==> config.mk <==
export PLATFORM = sky130hd
export DESIGN_NAME = regression_sequencer_flat
export DESIGN_NICKNAME = d
export VERILOG_FILES = /design/src/rtl/regression_sequencer_if.sv /design/src/rtl/regression_sequencer.sv /design/src/flat_wrapper.sv
export SDC_FILE = /design/constraint.sdc
export NUM_CORES = 1
export LEC_CHECK = 0
export BUFFER_PORTS_ARGS = -buffer_cell sky130_fd_sc_hd__buf_2
export CAP_MARGIN = 20
export CORE_MARGIN = 2
export CORE_UTILIZATION = 50
export DETAILED_ROUTE_END_ITERATION = 12
export GPL_TIMING_DRIVEN = 0
export PLACE_DENSITY = 0.75
export SLEW_MARGIN = 20
export SYNTH_ARGS = -nofsm -noshare
export SYNTH_HDL_FRONTEND = slang
export SYNTH_SLANG_ARGS = --single-unit
==> constraint.sdc <==
create_clock -name clk -period 2.02 [get_ports clk]
set_clock_uncertainty 0.1 [all_clocks]
set_input_delay 0.101 -clock clk [delete_from_list [all_inputs] [get_ports clk]]
set_output_delay 0.101 -clock clk [all_outputs]
set_load 0.005 [all_outputs]
==> src/rtl/regression_sequencer_if.sv <==
// Handshake bundle between the regression sequencer, top-level control and the stage instances.
interface regression_sequencer_if;
  logic       go;
  logic       data_ready;
  logic       input_error;
  logic       start_transpose;
  logic       done_transpose;
  logic       start_mul_xtx;
  logic       done_mul_xtx;
  logic       start_mul_xty;
  logic       done_mul_xty;
  logic       start_inverse;
  logic       done_inverse;
  logic       invalid;
  logic       start_final;
  logic       done_final;
  logic       busy;
  logic       result_valid;
  logic       err_det;
  logic       err_input;
  logic       err_timeout;
  logic [2:0] state_dbg;

  modport master (
    output go, data_ready, input_error,
    output done_transpose, done_mul_xtx, done_mul_xty, done_inverse, invalid, done_final,
    input  start_transpose, start_mul_xtx, start_mul_xty, start_inverse, start_final,
    input  busy, result_valid, err_det, err_input, err_timeout, state_dbg
  );

  modport slave (
    input  go, data_ready, input_error,
    input  done_transpose, done_mul_xtx, done_mul_xty, done_inverse, invalid, done_final,
    output start_transpose, start_mul_xtx, start_mul_xty, start_inverse, start_final,
    output busy, result_valid, err_det, err_input, err_timeout, state_dbg
  );
endinterface

==> src/rtl/regression_sequencer.sv <==
// Control FSM for the least-squares regression datapath: launches each stage in dependency
// order, waits for its done, and traps singular matrices, input errors and stalled stages.
module regression_sequencer #(
  parameter int unsigned TIMEOUT_CYCLES = 16,
  parameter int unsigned CNT_WIDTH      = 8
) (
  input  logic                   clk,
  input  logic                   rst,
  regression_sequencer_if.slave  bus
);

  typedef enum logic [2:0] {
    IDLE      = 3'd0,
    TRANSPOSE = 3'd1,
    MUL       = 3'd2,
    INV       = 3'd3,
    FINAL     = 3'd4,
    DONE      = 3'd5,
    ERROR     = 3'd6
  } state_t;

  state_t               state_q, state_n;
  logic [CNT_WIDTH-1:0] cnt_q, cnt_n;
  logic                 xtx_seen_q, xtx_seen_n;
  logic                 xty_seen_q, xty_seen_n;
  logic                 start_tr_q, start_tr_n;
  logic                 start_mul_q, start_mul_n;
  logic                 start_inv_q, start_inv_n;
  logic                 start_fin_q, start_fin_n;
  logic                 busy_q, busy_n;
  logic                 rv_q, rv_n;
  logic                 err_det_q, err_det_n;
  logic                 err_input_q, err_input_n;
  logic                 err_timeout_q, err_timeout_n;
  logic                 timeout_c;
  logic                 in_stage_c;
  logic                 entry_c;

  // State, counter, sticky done flags and every output are flops.
  always_ff @(posedge clk or posedge rst) begin
    if (rst) begin
      state_q       <= IDLE;
      cnt_q         <= '0;
      xtx_seen_q    <= 1'b0;
      xty_seen_q    <= 1'b0;
      start_tr_q    <= 1'b0;
      start_mul_q   <= 1'b0;
      start_inv_q   <= 1'b0;
      start_fin_q   <= 1'b0;
      busy_q        <= 1'b0;
      rv_q          <= 1'b0;
      err_det_q     <= 1'b0;
      err_input_q   <= 1'b0;
      err_timeout_q <= 1'b0;
    end else begin
      state_q       <= state_n;
      cnt_q         <= cnt_n;
      xtx_seen_q    <= xtx_seen_n;
      xty_seen_q    <= xty_seen_n;
      start_tr_q    <= start_tr_n;
      start_mul_q   <= start_mul_n;
      start_inv_q   <= start_inv_n;
      start_fin_q   <= start_fin_n;
      busy_q        <= busy_n;
      rv_q          <= rv_n;
      err_det_q     <= err_det_n;
      err_input_q   <= err_input_n;
      err_timeout_q <= err_timeout_n;
    end
  end

  // Next state; outputs are derived from the next state so pulses land in a state's first cycle.
  always_comb begin
    state_n       = state_q;
    xtx_seen_n    = xtx_seen_q;
    xty_seen_n    = xty_seen_q;
    rv_n          = rv_q;
    err_det_n     = err_det_q;
    err_input_n   = err_input_q;
    err_timeout_n = err_timeout_q;
    timeout_c     = (cnt_q == CNT_WIDTH'(TIMEOUT_CYCLES - 1));

    unique case (state_q)
      IDLE, DONE, ERROR: begin
        if (bus.go && (bus.input_error || bus.data_ready)) begin
          rv_n          = 1'b0;
          err_det_n     = 1'b0;
          err_timeout_n = 1'b0;
          err_input_n   = bus.input_error;
          state_n       = bus.input_error ? ERROR : TRANSPOSE;
        end
      end
      TRANSPOSE: begin
        if (bus.done_transpose) begin
          state_n = MUL;
        end else if (timeout_c) begin
          state_n       = ERROR;
          err_timeout_n = 1'b1;
        end
      end
      MUL: begin
        xtx_seen_n = xtx_seen_q | bus.done_mul_xtx;
        xty_seen_n = xty_seen_q | bus.done_mul_xty;
        if (xtx_seen_n && xty_seen_n) begin
          state_n = INV;
        end else if (timeout_c) begin
          state_n       = ERROR;
          err_timeout_n = 1'b1;
        end
        if (state_n != MUL) begin
          xtx_seen_n = 1'b0;
          xty_seen_n = 1'b0;
        end
      end
      INV: begin
        if (bus.done_inverse) begin
          state_n   = bus.invalid ? ERROR : FINAL;
          err_det_n = bus.invalid;
        end else if (timeout_c) begin
          state_n       = ERROR;
          err_timeout_n = 1'b1;
        end
      end
      FINAL: begin
        if (bus.done_final) begin
          state_n = DONE;
          rv_n    = 1'b1;
        end else if (timeout_c) begin
          state_n       = ERROR;
          err_timeout_n = 1'b1;
        end
      end
      default: state_n = IDLE;
    endcase

    in_stage_c  = (state_q == TRANSPOSE) || (state_q == MUL) ||
                  (state_q == INV) || (state_q == FINAL);
    entry_c     = (state_n != state_q);
    cnt_n       = (entry_c || !in_stage_c) ? '0 : cnt_q + CNT_WIDTH'(1);
    start_tr_n  = entry_c && (state_n == TRANSPOSE);
    start_mul_n = entry_c && (state_n == MUL);
    start_inv_n = entry_c && (state_n == INV);
    start_fin_n = entry_c && (state_n == FINAL);
    busy_n      = (state_n == TRANSPOSE) || (state_n == MUL) ||
                  (state_n == INV) || (state_n == FINAL);
  end

  assign bus.start_transpose = start_tr_q;
  assign bus.start_mul_xtx   = start_mul_q;
  assign bus.start_mul_xty   = start_mul_q;
  assign bus.start_inverse   = start_inv_q;
  assign bus.start_final     = start_fin_q;
  assign bus.busy            = busy_q;
  assign bus.result_valid    = rv_q;
  assign bus.err_det         = err_det_q;
  assign bus.err_input       = err_input_q;
  assign bus.err_timeout     = err_timeout_q;
  assign bus.state_dbg       = state_q;

endmodule

==> src/flat_wrapper.sv <==
// flat-port wrapper written by rule: the top's interface ports become plain ports
module regression_sequencer_flat 
#(
  parameter int unsigned TIMEOUT_CYCLES = 16,
  parameter int unsigned CNT_WIDTH      = 8
)
  (clk, rst, bus_go, bus_data_ready, bus_input_error, bus_done_transpose, bus_done_mul_xtx, bus_done_mul_xty, bus_done_inverse, bus_invalid, bus_done_final, bus_start_transpose, bus_start_mul_xtx, bus_start_mul_xty, bus_start_inverse, bus_start_final, bus_busy, bus_result_valid, bus_err_det, bus_err_input, bus_err_timeout, bus_state_dbg);
  regression_sequencer_if bus_i ();
  input  logic clk;
  input  logic rst;
  input wire logic [$bits(bus_i.go)-1:0] bus_go;
  input wire logic [$bits(bus_i.data_ready)-1:0] bus_data_ready;
  input wire logic [$bits(bus_i.input_error)-1:0] bus_input_error;
  input wire logic [$bits(bus_i.done_transpose)-1:0] bus_done_transpose;
  input wire logic [$bits(bus_i.done_mul_xtx)-1:0] bus_done_mul_xtx;
  input wire logic [$bits(bus_i.done_mul_xty)-1:0] bus_done_mul_xty;
  input wire logic [$bits(bus_i.done_inverse)-1:0] bus_done_inverse;
  input wire logic [$bits(bus_i.invalid)-1:0] bus_invalid;
  input wire logic [$bits(bus_i.done_final)-1:0] bus_done_final;
  output wire logic [$bits(bus_i.start_transpose)-1:0] bus_start_transpose;
  output wire logic [$bits(bus_i.start_mul_xtx)-1:0] bus_start_mul_xtx;
  output wire logic [$bits(bus_i.start_mul_xty)-1:0] bus_start_mul_xty;
  output wire logic [$bits(bus_i.start_inverse)-1:0] bus_start_inverse;
  output wire logic [$bits(bus_i.start_final)-1:0] bus_start_final;
  output wire logic [$bits(bus_i.busy)-1:0] bus_busy;
  output wire logic [$bits(bus_i.result_valid)-1:0] bus_result_valid;
  output wire logic [$bits(bus_i.err_det)-1:0] bus_err_det;
  output wire logic [$bits(bus_i.err_input)-1:0] bus_err_input;
  output wire logic [$bits(bus_i.err_timeout)-1:0] bus_err_timeout;
  output wire logic [$bits(bus_i.state_dbg)-1:0] bus_state_dbg;
  assign bus_i.go = bus_go;
  assign bus_i.data_ready = bus_data_ready;
  assign bus_i.input_error = bus_input_error;
  assign bus_i.done_transpose = bus_done_transpose;
  assign bus_i.done_mul_xtx = bus_done_mul_xtx;
  assign bus_i.done_mul_xty = bus_done_mul_xty;
  assign bus_i.done_inverse = bus_done_inverse;
  assign bus_i.invalid = bus_invalid;
  assign bus_i.done_final = bus_done_final;
  assign bus_start_transpose = bus_i.start_transpose;
  assign bus_start_mul_xtx = bus_i.start_mul_xtx;
  assign bus_start_mul_xty = bus_i.start_mul_xty;
  assign bus_start_inverse = bus_i.start_inverse;
  assign bus_start_final = bus_i.start_final;
  assign bus_busy = bus_i.busy;
  assign bus_result_valid = bus_i.result_valid;
  assign bus_err_det = bus_i.err_det;
  assign bus_err_input = bus_i.err_input;
  assign bus_err_timeout = bus_i.err_timeout;
  assign bus_state_dbg = bus_i.state_dbg;
  regression_sequencer #(.TIMEOUT_CYCLES(TIMEOUT_CYCLES), .CNT_WIDTH(CNT_WIDTH)) u_core (.clk(clk), .rst(rst), .bus(bus_i));
endmodule
==> flow_summary.ini, run 1 <==
[synth]
synth_mux_area_share_pct = 0
synth-seq-cells = 22
avgSynthCellArea_um2 = 9.028
synth_xor_area_share_pct = 5.072
yosysWarningCount = 0
synth_compound_area_share_pct = 24.00
synth_top_area_share_pct = 39.86
synth_top_family_by_area = simple AND/OR/NAND/NOR gates
synth_area_um2 = 1381
ys.flop_type = dfrtp_1
yosysSeqAreaShare_pct = 39.86
synthArstFlopShare_pct = 100.0
synth_edf_count = 0
ys_types = 47
synth_area_leader_cell = dfrtp_1
yosys.area_share.simple_pct = 25.27
synthAdderAreaFrac_pct = 0.9058
synth_area_leaders = dfrtp_1, nand2_1, nand2b_1, nor2_1, a21oi_1
syn_nets = 165
syn_inst = 153

[setup_path]
r2r_cells = 6
cp.required_ns = 2.14
end_kind = flip-flop
start_kind = flip-flop
r2r_end = u_core.cnt_q[3]$_DFF_PP0_
crit_type = reg2reg
cp.arrival_ns = 2.24
r2r_start = u_core.cnt_q[4]$_DFF_PP0_
timing.reg2reg.setup_slack_ns = -0.10
crit_fanout = 5

[cts]
cts.path.max_buffers = 2
clkTransAtPathRegs_ns = 0.13
cts_tree = built
clock_sinks = 22
worstSkewPairLatency_ns = 0.32
numCtsBuffers = 3
clock_tree.root_cell = clkbuf_4
htreeDepth = 1

[global_routing]
grt_start_max_net_pins = 23
antenna_found_initial = 0
grt.overflow.total = 0
grt_usage_pct = 24.31
grt_pass1_vias = 1348
grt_first_pass_wirelength_um = 6161

[routing]
viasPerCell = 6.198
vias = 1438
wl_per_cell_um = 18.73
wl_um = 4345
firstDrtPassIters = 4
drc_errors = 0
antenna_left = 0
drtIter0Drc = 41

[hold_path]
hold_depth = 3
holdCritStartpoint = bus_done_inverse
hp-class = in2reg
min_to = u_core.bus.err_det$_DFFE_PP0P_

[layout]
multi_input_area_um2 = 977.2
final_net_count = 214
regMostFlops = u_core.cnt_q
seq_area_um2 = 554.3
n_antenna_cell = 0
area_delta_synth_final_pct = 44.20
largest_reg_flops = 8
final_common_cell = buf_2
stdcell_count = 232
mostFrequentLayoutCells = buf_2, nand2_1, buf_4
n_fill_cell = 171
final_core_util_pct = 74.15
drive_gt1_share_pct = 44.78

[sta]
min_period_over_period_pct = 105.1
tightest_slew_ns = 0.8144
period_minus_slack_ns = 2.122
rsz0062_at_grt = true
relSlewSlack_pct = 45.65
fmax_mhz = 471.2
setup_viol = 9
finalHoldViolations = 0
final.setup.worst_slack_ns = -0.1024
slew_viol_final = 0

[floorplanning]
fp.dieW_um = 56.56
dieArea_um2 = 3199
start_util_pct = 51.42
core_area_um2 = 2686
die-height_um = 56.56
io-pin-count = 24
num_rows = 19

[pwr]
p_per_area_nw_per_um2 = 1468
p_leak_nw = 0.8843
ir_drop_mv = 1.091

[placement]
port_buffers = 23
placed_cells = 207
gp_congestion = 0.9111
dp.final_hpwl_um = 2329

[outcome]
violations = negative setup slack
status = complete, but fails checks

[job]
cap_violations = 0
## final cells by class
| type | instances | area share, % |
|---|---|---|
| repair buffers | 46 | 15.08 |
| clock inverters | 1 | 1.508 |
| clock buffers | 3 | 1.131 |
| well taps | 31 | 1.947 |
| plain buffers | 6 | 2.701 |
| inverters | 4 | 0.7538 |
| flip-flops and latches | 22 | 27.83 |
| multi-input cells | 119 | 49.06 |
## stage by stage
step	cell area, um2	hold WS [ns]	TNS, ns	power, mW	worst slack, ns
6_report	1992	0.05797	-0.3598	2.925	-0.1024
5_1_grt	1992	0.1074	-0.7903	3.106	-0.1294
4_1_cts	1805	0.04313	-0.02786	2.589	-0.009983
3_5_place_dp	1535	0.2047	-2.792	1.929	-0.3408
3_3_place_gp	1535	0.1866	-1.991	1.894	-0.2326
2_1_floorplan	1381	-0.009774	0	1.603	0.02345
## timing repair
| item | in CTS | in global routing |
|---|---|---|
| gates resized for setup | 26 | 27 |
| pin swaps | 9 | 9 |
| setup endpoints to repair | 11 | 10 |
| hold buffers | 5 | 0 |
| setup buffers | 9 | 9 |
| cloned | 0 | 0 |
| hold endpoints to repair | 26 | 0 |
## Yosys cell counts (3+ instances only)
cell / count
o2111ai_1: 3
nand2_1: 23
nor2_1: 10
nand3_1: 4
and3_1: 3
a21oi_1: 7
xnor2_1: 4
o22ai_1: 3
buf_2: 3
inv_1: 4
buf_4: 3
o41ai_1: 4
dfrtp_1: 22
xor2_1: 4
nor2b_1: 4
o31ai_1: 4
o21ai_0: 7
nand2b_1: 6
## critical path: stages, from the launching register on
cell and delay [ns]:
dfrtp_1 0.48, nor4_4 0.44, buf_4 0.20, a32oi_4 0.10
buf_4 0.17, and4_4 0.17, o41ai_2 0.36
## how the worst max path moves through the flow
stage	from	endpoint	slack [ns]	depth (start not counted)
2_1_floorplan	u_core.cnt_q[0]$_DFF_PP0_	u_core.cnt_q[2]$_DFF_PP0_	0.02	7
3_3_place_gp	u_core.cnt_q[0]$_DFF_PP0_	u_core.cnt_q[6]$_DFF_PP0_	-0.23	7
3_5_place_dp	u_core.cnt_q[0]$_DFF_PP0_	u_core.cnt_q[3]$_DFF_PP0_	-0.34	7
4_1_cts	u_core.bus.state_dbg[0]$_DFF_PP0_	u_core.bus.start_final$_DFF_PP0_	-0.01	6
5_1_grt	u_core.bus.state_dbg[1]$_DFF_PP0_	u_core.cnt_q[3]$_DFF_PP0_	-0.13	6
6_report	u_core.cnt_q[4]$_DFF_PP0_	u_core.cnt_q[3]$_DFF_PP0_	-0.10	6
## routing by layer
metal	vias to the layer above	track usage (%)	routed length (um)	share of wire, %
met1	682	30.70	1695	39
met5	-	0	0	0
met2	77	41.69	2121	49
met4	0	8.844	183	4.2
met3	21	3.917	345	7.9
li1	658	-	-	-
## power by group
| part | internal [mW] | total (mW) | leakage, nW | switching [mW] |
|---|---|---|---|---|
| Clock | 0.201 | 0.349 | 0.0279 | 0.148 |
| Sequential | 0.579 | 0.679 | 0.285 | 0.0994 |
| Combinational | 0.831 | 1.90 | 0.572 | 1.07 |
| Total | 1.61 | 2.93 | 0.884 | 1.31 |
## cell families (layout without fill, tap and decap cells)
logic type,count (synthesis),in the layout
flops,22,22
compound gates,44,44
simple gates,66,66
xor+xnor,8,8
buf+inv,12,60
fa+ha+maj,1,1
No activity file was read; power rests on OpenSTA's default activity.
==> run 2: changes to the inputs <==
--- a/config.mk
+++ b/config.mk
@@ -5,13 +5,14 @@
 export SDC_FILE = /design/constraint.sdc
 export NUM_CORES = 1
 export LEC_CHECK = 0
+export ABC_AREA = 1
 export BUFFER_PORTS_ARGS = -buffer_cell sky130_fd_sc_hd__buf_2
 export CAP_MARGIN = 20
 export CORE_MARGIN = 2
 export CORE_UTILIZATION = 50
 export DETAILED_ROUTE_END_ITERATION = 12
 export GPL_TIMING_DRIVEN = 0
-export PLACE_DENSITY = 0.75
+export PLACE_DENSITY = 0.83
 export SLEW_MARGIN = 20
 export SYNTH_ARGS = -nofsm -noshare
 export SYNTH_HDL_FRONTEND = slang
==> run 2 against run 1 <==
Compared with the run above:
- the run now ends clean
- critical path type unchanged
- non-clock buffer count down 19
- utilization shrank 12 points
- clock power shrank 44%
- design area shrank 15%
- combinational power down 20%
- flip-flop and latch count unchanged
- largest cell class unchanged
- wire length decreased by 38%
- critical endpoint is now u_core.bus.err_det$_DFFE_PP0P_
- clock-buffer cell count unchanged
- synthesized area grew 2.7%
- hold slack worse by 0.018 ns
- setup slack gained 0.19 ns
==> flow_summary.ini, run 2 <==
[routing]
wl_per_cell_um = 11.95
wl_um = 2689
vias = 1129
drc_errors = 0
drtIter0Drc = 35
antenna_left = 0
firstDrtPassIters = 4
viasPerCell = 5.018

[cts]
clock_tree.root_cell = clkbuf_4
clkTransAtPathRegs_ns = 0.12
worstSkewPairLatency_ns = 0.31
htreeDepth = 1
cts_tree = built
numCtsBuffers = 3
clock_sinks = 22
cts.path.max_buffers = 2

[outcome]
status = finished clean

[synth]
syn_inst = 162
yosysWarningCount = 0
synth_area_leaders = dfrtp_1, nand2_1, nor2_4, inv_1, nor2_2
synth_commonest_cells = nand2_1, dfrtp_1, inv_1
syn_nets = 174
synth_area_um2 = 1419
synth_top_area_share_pct = 38.80
yosysMostFrequentCell = nand2_1
synth_edf_count = 0
synth_area_leader_cell = dfrtp_1
synthArstFlopShare_pct = 100.0
ys_types = 29
ys.flop_type = dfrtp_1
synth-seq-cells = 22
avgSynthCellArea_um2 = 8.758
yosysSeqAreaShare_pct = 38.80

[sta]
final.setup.worst_slack_ns = 0.08530
setup_viol = 0
slew_viol_final = 0
period_minus_slack_ns = 1.935
tightest_slew_ns = 0.8337
finalHoldViolations = 0
fmax_mhz = 516.9
fin_setup_tns_ns = 0
relSlewSlack_pct = 44.36
hold_ws_ns = 0.04004
min_period_over_period_pct = 95.78
rsz0062_at_grt = false

[floorplanning]
die-height_um = 57.27
dieArea_um2 = 3280
core_area_um2 = 2734
io-pin-count = 24
start_util_pct = 51.90
fp.dieW_um = 57.27
num_rows = 19

[layout]
final_common_cell = nand2_1
area_delta_synth_final_pct = 19.40
stdcell_count = 225
final_core_util_pct = 61.97
fin_area_um2 = 1694
drive_gt1_share_pct = 40.72
mostFrequentLayoutCells = nand2_1, buf_2, dfrtp_1
largest_reg_flops = 8
regMostFlops = u_core.cnt_q
final_net_count = 208
n_antenna_cell = 0

[setup_path]
start_kind = flip-flop
slowest_delay_ns = 0.57
critical_path.top_delay_family = buffers and inverters
end_kind = flip-flop
path_depth = 8
crit_slowest_cell = dlygate4sd3_1
crit_type = reg2reg
crit_fanout = 8
r2r_cells = 8
path_cells = buf_6, o21ai_4, nand2_4, nor2_2, inv_2, nand3_1, o21ai_0, dlygate4sd3_1
cp.arrival_ns = 2.02
cp.required_ns = 2.11
worstPathBufferInverterCount = 3

[pwr]
p_leak_nw = 0.8599
ir_drop_mv = 1.275
swShare_pct = 48.25
p_per_area_nw_per_um2 = 1369
finalPower_mw = 2.320
comb_power_share_pct = 65.5
pwr-share-clk_pct = 8.4
switching_power_mw = 1.119
internal_power_mw = 1.201
seqPwrFrac_pct = 26.2

[hold_path]
hold_depth = 4
hp-class = in2reg

[global_routing]
grt.overflow.total = 0
grt_start_max_net_pins = 23
antenna_found_initial = 0
grt_pass1_vias = 1085
grt_first_pass_wirelength_um = 4719
grt_usage_pct = 18.26

[placement]
gp_congestion = 0.8832
dp.final_hpwl_um = 1963
port_buffers = 23
pre_cts_ws_ns = 0.09677
placed_area_um2 = 1573
placed_cells = 216

[job]
cap_violations = 0
-- run 2: layout make-up --
cell class | instances | area, um2
timing repair buffer | 29 | 172.7
fill | 251 | 1040
tap | 31 | 38.79
clock buffer | 3 | 22.52
inverter | 24 | 100.1
multi-input combinational | 112 | 768.2
buffer | 4 | 41.29
sequential | 22 | 550.5
-- run 2: logic make-up (layout without fill, tap and decap cells) --
kind of cell    Yosys count  count (layout)  share of synthesized area [%]
fa+ha+maj                 1               1                         0.8817
compound gates           12              12                          5.379
xor+xnor                  7               7                          4.321
flops                    22              22                          38.80
simple gates             92              92                          40.65
buf+inv                  28              60                          9.964
-- run 2: worst paths after layout --
path | from | end | slack [ns]
max reg2reg | u_core.bus.state_dbg[1]$_DFF_PP0_ | u_core.bus.err_det$_DFFE_PP0P_ | 0.09
min reg2reg | u_core.cnt_q[0]$_DFF_PP0_ | u_core.cnt_q[0]$_DFF_PP0_ | 0.38
min in group asynchronous | rst | u_core.bus.start_mul_xtx$_DFF_PP0_ | 0.40
min | bus_done_mul_xtx | u_core.xtx_seen_q$_DFFE_PP0P_ | 0.04
max in group asynchronous | rst | u_core.cnt_q[4]$_DFF_PP0_ | 0.89
max | u_core.bus.state_dbg[1]$_DFF_PP0_ | u_core.bus.err_det$_DFFE_PP0P_ | 0.09
-- run 2: power groups by stage --
stage	clock network, mW	registers [mW]	logic, mW
CTS	0.207	0.610	1.46
floorplan	0	0.626	1.15
global route	0.217	0.622	1.69
detailed placement	0	0.618	1.44
finish	0.194	0.607	1.52
global placement	0	0.612	1.41
-- run 2: routing by layer --
layer,vias to the layer above,track usage [%],share of wire (%)
li1,568,-,-
met4,0,2.990,0.89
met2,34,30.54,50
met1,521,24.38,45
met5,-,0,0
met3,6,4.762,4.5
-- run 2: timing repair --
action | in CTS | in global routing
hold endpoints to repair | 25 | 0
setup endpoints to repair | 0 | 9
hold buffers | 5 | 0
resized for setup | 0 | 10
setup buffers | 0 | 1
-- run 2: worst register-to-register path: stages (launching register included) --
cell,delay [ns]
dfrtp_1,0.41
buf_6,0.16
o21ai_4,0.19
nand2_4,0.09
nor2_2,0.09
inv_2,0.06
nand3_1,0.06
o21ai_0,0.08
dlygate4sd3_1,0.57
